--- src/rtl/poly_pkg.sv ---
// Shared types for the cubic polynomial pipeline and its result buffer.
package poly_pkg;
  localparam int POLY_RES_W = 6;
  typedef logic [POLY_RES_W-1:0] poly_res_t;
endpackage

--- src/rtl/poly_result_buffer_if.sv ---
// Producer/consumer bus of the result buffer: pipeline input, consumer handshake, drop status.
interface poly_result_buffer_if
  import poly_pkg::*;
#(
  parameter int DATA_W = POLY_RES_W,
  parameter int DEPTH  = 4,
  parameter int CNT_W  = 8
);
  localparam int LVL_W = $clog2(DEPTH) + 1;

  logic              in_valid;
  logic [DATA_W-1:0] in_data;
  logic              out_valid;
  logic [DATA_W-1:0] out_data;
  logic              out_ready;
  logic [LVL_W-1:0]  level;
  logic              full;
  logic              overflow;
  logic              ovf_clr;
  logic [CNT_W-1:0]  drop_cnt;

  modport master (
    output in_valid, in_data, out_ready, ovf_clr,
    input  out_valid, out_data, level, full, overflow, drop_cnt
  );

  modport slave (
    input  in_valid, in_data, out_ready, ovf_clr,
    output out_valid, out_data, level, full, overflow, drop_cnt
  );
endinterface

--- src/rtl/poly_sat_counter.sv ---
// Saturating up-counter with clear; an increment in the same cycle as clear wins and loads 1.
module poly_sat_counter #(
  parameter int W = 8
) (
  input  logic         clk,
  input  logic         rst,
  input  logic         clr,
  input  logic         inc,
  output logic [W-1:0] cnt
);
  logic [W-1:0] cnt_q, cnt_d;

  always_comb begin
    cnt_d = cnt_q;
    if (inc) begin
      if (clr)         cnt_d = W'(1);
      else if (~&cnt_q) cnt_d = cnt_q + W'(1);
    end else if (clr) begin
      cnt_d = '0;
    end
  end

  always_ff @(posedge clk) begin
    if (rst) cnt_q <= '0;
    else     cnt_q <= cnt_d;
  end

  assign cnt = cnt_q;
endmodule

--- src/rtl/poly_result_buffer.sv ---
// In-order result FIFO behind the polynomial pipeline; never stalls the input,
// drops and counts results that arrive while full with no pop.
module poly_result_buffer
  import poly_pkg::*;
#(
  parameter int DATA_W = POLY_RES_W,
  parameter int DEPTH  = 4,
  parameter int CNT_W  = 8
) (
  input logic                clk,
  input logic                rst,
  poly_result_buffer_if.slave bus
);
  localparam int PTR_W = $clog2(DEPTH);
  localparam int LVL_W = PTR_W + 1;
  localparam logic [LVL_W-1:0] FULL_LVL = LVL_W'(DEPTH);

  logic [DATA_W-1:0] mem [DEPTH];
  logic [PTR_W-1:0]  wr_ptr_q, wr_ptr_d, rd_ptr_q, rd_ptr_d;
  logic [LVL_W-1:0]  level_q, level_d;
  logic              overflow_q, overflow_d;
  logic              empty, full, pop, push, drop;

  assign empty = (level_q == '0);
  assign full  = (level_q == FULL_LVL);
  assign pop   = !empty && bus.out_ready;
  // A pop frees the slot in the same cycle, so a full FIFO can still accept.
  assign push  = bus.in_valid && (!full || pop);
  assign drop  = bus.in_valid && full && !pop;

  always_comb begin
    wr_ptr_d   = wr_ptr_q;
    rd_ptr_d   = rd_ptr_q;
    level_d    = level_q;
    overflow_d = overflow_q;
    if (push) wr_ptr_d = wr_ptr_q + PTR_W'(1);
    if (pop)  rd_ptr_d = rd_ptr_q + PTR_W'(1);
    case ({push, pop})
      2'b10:   level_d = level_q + LVL_W'(1);
      2'b01:   level_d = level_q - LVL_W'(1);
      default: level_d = level_q;
    endcase
    if (drop)             overflow_d = 1'b1;
    else if (bus.ovf_clr) overflow_d = 1'b0;
  end

  always_ff @(posedge clk) begin
    if (rst) begin
      wr_ptr_q   <= '0;
      rd_ptr_q   <= '0;
      level_q    <= '0;
      overflow_q <= 1'b0;
    end else begin
      wr_ptr_q   <= wr_ptr_d;
      rd_ptr_q   <= rd_ptr_d;
      level_q    <= level_d;
      overflow_q <= overflow_d;
    end
  end

  // Storage is left unreset; the empty gate on out_data hides stale contents.
  always_ff @(posedge clk) begin
    if (push && !rst) mem[wr_ptr_q] <= bus.in_data;
  end

  poly_sat_counter #(.W(CNT_W)) u_drop_cnt (
    .clk (clk),
    .rst (rst),
    .clr (bus.ovf_clr),
    .inc (drop),
    .cnt (bus.drop_cnt)
  );

  assign bus.out_valid = !empty;
  assign bus.out_data  = empty ? '0 : mem[rd_ptr_q];
  assign bus.level     = level_q;
  assign bus.full      = full;
  assign bus.overflow  = overflow_q;
endmodule
--- src/flat_wrapper.sv ---
// flat-port wrapper written by rule: the top's interface ports become plain ports
module poly_result_buffer_flat import poly_pkg::*;
#(
  parameter int DATA_W = POLY_RES_W,
  parameter int DEPTH  = 4,
  parameter int CNT_W  = 8
)
  (clk, rst, bus_in_valid, bus_in_data, bus_out_ready, bus_ovf_clr, bus_out_valid, bus_out_data, bus_level, bus_full, bus_overflow, bus_drop_cnt);
  poly_result_buffer_if #(.DATA_W(DATA_W), .DEPTH(DEPTH), .CNT_W(CNT_W)) bus_i ();
  input logic clk;
  input logic rst;
  input wire logic [$bits(bus_i.in_valid)-1:0] bus_in_valid;
  input wire logic [$bits(bus_i.in_data)-1:0] bus_in_data;
  input wire logic [$bits(bus_i.out_ready)-1:0] bus_out_ready;
  input wire logic [$bits(bus_i.ovf_clr)-1:0] bus_ovf_clr;
  output wire logic [$bits(bus_i.out_valid)-1:0] bus_out_valid;
  output wire logic [$bits(bus_i.out_data)-1:0] bus_out_data;
  output wire logic [$bits(bus_i.level)-1:0] bus_level;
  output wire logic [$bits(bus_i.full)-1:0] bus_full;
  output wire logic [$bits(bus_i.overflow)-1:0] bus_overflow;
  output wire logic [$bits(bus_i.drop_cnt)-1:0] bus_drop_cnt;
  assign bus_i.in_valid = bus_in_valid;
  assign bus_i.in_data = bus_in_data;
  assign bus_i.out_ready = bus_out_ready;
  assign bus_i.ovf_clr = bus_ovf_clr;
  assign bus_out_valid = bus_i.out_valid;
  assign bus_out_data = bus_i.out_data;
  assign bus_level = bus_i.level;
  assign bus_full = bus_i.full;
  assign bus_overflow = bus_i.overflow;
  assign bus_drop_cnt = bus_i.drop_cnt;
  poly_result_buffer #(.DATA_W(DATA_W), .DEPTH(DEPTH), .CNT_W(CNT_W)) u_core (.clk(clk), .rst(rst), .bus(bus_i));
endmodule
--- config.mk ---
export PLATFORM = sky130hd
export DESIGN_NAME = poly_result_buffer_flat
export DESIGN_NICKNAME = d
export VERILOG_FILES = /design/src/rtl/poly_pkg.sv /design/src/rtl/poly_result_buffer_if.sv /design/src/rtl/poly_sat_counter.sv /design/src/rtl/poly_result_buffer.sv /design/src/flat_wrapper.sv
export SDC_FILE = /design/constraint.sdc
export NUM_CORES = 1
export LEC_CHECK = 0
export BUFFER_PORTS_ARGS = -buffer_cell sky130_fd_sc_hd__buf_2
export CORE_MARGIN = 8
export CORE_UTILIZATION = 55
export DETAILED_ROUTE_END_ITERATION = 10
export HOLD_SLACK_MARGIN = 0.02
export MAX_ROUTING_LAYER = met4
export PLACE_DENSITY = 0.9
export SYNTH_ARGS = -nofsm -noshare
export SYNTH_HDL_FRONTEND = slang
export SYNTH_HIERARCHICAL = 1
export SYNTH_SLANG_ARGS = --single-unit
export TNS_END_PERCENT = 10
--- constraint.sdc ---
create_clock -name clk -period 2.65 [get_ports clk]
set_clock_uncertainty 0.2 [all_clocks]
set_input_delay 0.795 -clock clk [delete_from_list [all_inputs] [get_ports clk]]
set_output_delay 0.795 -clock clk [all_outputs]
set_load 0.01 [all_outputs]
==> results.rst <==
.. list-table::
   :header-rows: 1

   * - Metric
     - Value
   * - Outcome
     - complete, no violations
   * - Number of levels the H-tree was split into
     - 2
   * - Post-route minimum period
     - 2.59 ns
   * - Placement-stage cell area
     - 2160 um^2
   * - Wire per inst
     - 17.6 um
   * - Number of instances in the placed design
     - 229
   * - Std-Cell Core Area
     - 3390 um^2
   * - Number of buffers between clock root and the deepest sink
     - 2
   * - Die W
     - 75.9 um
   * - Capture instance of the worst register-to-register path
     - u_core/u_drop_cnt/cnt[7]
   * - Worst slew margin relative to its limit
     - 76.1%
   * - Count of antenna diodes in the layout
     - 0
   * - Sequential share of power
     - 53.3%
   * - CP startpoint kind
     - flip-flop
   * - Proportion of power drawn by combinational gates
     - 17.9%
   * - Overall die height
     - 75.9 um
   * - Largest incremental delay on the critical path
     - 0.51 ns
   * - Final critical-path share of the clock period
     - 97.8%
   * - Initial antenna violation count
     - 0
   * - Final Hold Viols
     - 0
   * - I/O pins
     - 31
   * - Worst reg2reg setup slack
     - 0.55 ns
   * - Cell type of the slowest stage on the worst timing path
     - sky130_fd_sc_hd__mux4_2
   * - Leading cell type in the layout, fill and taps excluded
     - sky130_fd_sc_hd__buf_2
   * - Clock-pin transition on the worst setup and hold timing paths
     - 0.12 ns
   * - First-pass GRT wire length
     - 6690 um
   * - Last weighted congestion value of the routability-driven placer
     - 0.935
   * - Clock buffer count from CTS
     - 5
   * - Number of storage elements in the synthesis netlist
     - 42
   * - Starting Density
     - 58.2%
   * - Top cell type by total area after synthesis
     - sky130_fd_sc_hd__edfxtp_1
   * - Max Cap Viol
     - 0
   * - Overall Global Routing Usage
     - 16.2%
   * - Class of the most critical setup path
     - reg2out
   * - Warning count from the yosys run
     - 6
   * - Final design area excluding fillers
     - 2270 um^2
   * - Count of buffer and inverter cells on the critical path
     - 1
   * - Hold Worst Slack
     - 0.344 ns
   * - Post-detailed-route via-to-cell ratio
     - 5.78
   * - Cell count of the worst hold path
     - 2
   * - Remaining global-route overflow
     - 0
   * - Clk sinks
     - 42
   * - Pwr/cell area
     - 620 nW/um^2
   * - Final wirelength
     - 4170 um
   * - Layout cell share with drive strength beyond 1
     - 31.9%
   * - FP Rows
     - 21
   * - Static leakage
     - 0.843 nW
   * - DR DRC count
     - 0
   * - Vias in the first global route
     - 1,440
   * - Port Buf Inserts
     - 30
   * - Total negative slack
     - 0 ns
   * - Post-Syn Nets
     - 174
   * - End of the worst hold path
     - u_core/rd_ptr_q[1]
   * - Router iterations before antenna repair
     - 4
   * - Max FO, Critical Path
     - 6
   * - Kind of path behind the tightest hold check
     - reg2reg
   * - Routed vias
     - 1,370
   * - Initial DRC count
     - 87
   * - Commonest cells after routing, fill and taps aside
     - sky130_fd_sc_hd__buf_2 (27), sky130_fd_sc_hd__edfxtp_1 (24), sky130_fd_sc_hd__dfxtp_1 (17)
   * - Arrival time of the worst setup path
     - 1.60 ns
   * - Number of instances in the synthesized netlist
     - 157
   * - Cells on worst reg2reg path
     - 6
   * - Filler cell count in the final layout
     - 242
   * - P_int
     - 1.05 mW
   * - Mean cell area of the mapped netlist
     - 12.6 um^2
   * - CTS Root Buffer Type
     - sky130_fd_sc_hd__clkbuf_4
   * - Number of pins exceeding their max-slew limit in the final report
     - 0
   * - Cell Chain, Critical Path
     - mux4_2 -> and2_1 -> buf_2
   * - Final Util
     - 67.0%
   * - RSZ-0062 raised after global routing
     - yes
   * - Portion of the post-synthesis area used by sequential elements
     - 54.8%
   * - Seq. cell area
     - 1080 um^2
   * - Switching portion of total power
     - 25.8%
   * - Top delay family on crit path
     - multiplexers
   * - Transition time of the tightest slew-check pin
     - 0.357 ns
   * - Final net count
     - 207
   * - Final instance count without filler cells
     - 237
   * - Required time at the worst-slack endpoint
     - 1.66 ns
   * - Pin count of the biggest net entering global routing
     - 18
   * - Number of buffers inserted by post-CTS setup repair
     - 0
   * - Count of final setup violators
     - 0
   * - Cells taking the most area after synthesis
     - sky130_fd_sc_hd__edfxtp_1 (37%), sky130_fd_sc_hd__dfxtp_1 (18%), sky130_fd_sc_hd__mux4_2 (6.8%), sky130_fd_sc_hd__and2_1 (3.2%), sky130_fd_sc_hd__ha_1 (3.2%)
   * - Type of element capturing the critical path
     - primary output
   * - Post-synthesis instance area
     - 1970 um^2
   * - Distinct cells, synth
     - 49
   * - Peak supply drop
     - 0.467 mV
   * - Max Freq
     - 0.386 GHz
   * - Area growth from synthesis to layout
     - 15.1%
   * - Cts hold-fix bufs
     - 0
   * - HPWL after DPL
     - 2870 um
   * - Critical hold path startpoint
     - u_core/rd_ptr_q[1]
   * - Clock network fraction of total power
     - 28.8%
   * - CTS tree
     - built
   * - Area enclosed by the die boundary
     - 5760 um^2
   * - ANT nets after route
     - 0
   * - Footprint of the multi-input gates
     - 836 um^2
   * - Clk_lat worst skew
     - 0.35 ns
   * - Reported net switching power
     - 0.363 mW
   * - Top-area cell type share of the netlist area
     - 36.5%
   * - Launching point of the worst reg2reg path
     - u_core/bus.level[2]
routing by layer:
metal  up-vias  global-route usage (%)  wire length, um
met1       668                    17.0             1680
li1        647                       -                -
met5         -                       -                0
met2        49                    27.7             2190
met4         0                    5.54               52
met3         6                    5.39              250
layout make-up:
class	count	share of cell area [%]
sequential	42	47.8
multi-input combinational	102	36.8
timing repair buffer	33	8.43
tap	46	2.53
clock buffer	6	1.82
clock inverter	2	1.65
inverter	6	0.992
worst max-delay path by stage:
stage,startpoint,depth (start not counted),endpoint
after floorplan,bus_out_ready,6,u_core/u_drop_cnt/cnt[7]
after global placement,flip-flop,3,bus_out_data[1]
after detailed placement,bus_out_ready,7,u_core/bus.level[2]
after CTS,flip-flop,3,bus_out_data[5]
after global routing,flip-flop,3,bus_out_data[4]
final,flip-flop,3,bus_out_data[4]
timing repair:
action,in CTS,in global routing
setup endpoints to repair,6,4
resized for setup,3,7
pin swaps,0,2
gates cloned,0,0
cells in the mapped netlist (all sizes together):
| cell type | n |
|---|---|
| and4 | 1 |
| a211oi | 2 |
| inv | 6 |
| a221oi | 1 |
| o41ai | 1 |
| o31ai | 1 |
| ha | 5 |
| xnor2 | 3 |
| xor2 | 2 |
| nor2 | 9 |
| nor3 | 2 |
| buf | 7 |
| o21bai | 1 |
| or3 | 4 |
| and3 | 3 |
| o2111ai | 1 |
| nor4 | 3 |
| a21boi | 1 |
| nand2b | 2 |
| nand2 | 11 |
| and2 | 10 |
| a41oi | 3 |
| a2111oi | 1 |
| mux2i | 4 |
| mux4 | 6 |
| nand4 | 3 |
| and3b | 1 |
| a31oi | 1 |
| nand3 | 5 |
| a21oi | 4 |
| o211ai | 1 |
| fa | 1 |
| o21ai | 2 |
| or2 | 1 |
| nand4b | 1 |
| or4b | 1 |
| nor2b | 3 |
| o21ba | 1 |
| dfxtp | 18 |
| edfxtp | 24 |
metrics by stage:
step	power (mW)	setup slack, ns
3_5_place_dp	0.992	0.174
2_1_floorplan	0.924	0.266
3_3_place_gp	0.976	0.270
4_1_cts	1.40	0.0326
6_report	1.41	0.0580
5_1_grt	1.47	-0.0114
worst reg2reg max path, cell delays in order (launching register included):
cell and delay [ns]:
sky130_fd_sc_hd__dfxtp_1 0.50, sky130_fd_sc_hd__inv_2 0.09, sky130_fd_sc_hd__nor3_1 0.19, sky130_fd_sc_hd__and3b_1 0.23, sky130_fd_sc_hd__nand4_1 0.14, sky130_fd_sc_hd__or4b_1 0.49, sky130_fd_sc_hd__and3_1 0.18
power groups by stage:
stage	Clock (mW)	Sequential [mW]	Combinational [mW]
floorplan	0	0.754	0.171
global placement	0	0.761	0.215
detailed placement	0	0.765	0.228
CTS	0.414	0.752	0.233
global route	0.444	0.756	0.273
finish	0.406	0.751	0.252
cell families after synthesis:
family                     share of synthesized area, %
and+or+nand+nor                                    17.4
adders and majority gates                          4.19
DFF                                                54.8
xor gates and xnor gates                           2.60
buffers and inverters                              3.49
AOI/OAI and AO/OA                                  8.69
muxes                                              8.88
sequential cells by signal, indices dropped and copies added (netlist names), named ones only:
signal / flops
u_core/mem: 24
u_core/u_drop_cnt/cnt: 8
u_core/bus.level: 3
u_core/rd_ptr_q: 2
u_core/wr_ptr_q: 2
u_core/bus.overflow: 1
Note: power is estimated with default switching activity, not from simulation.
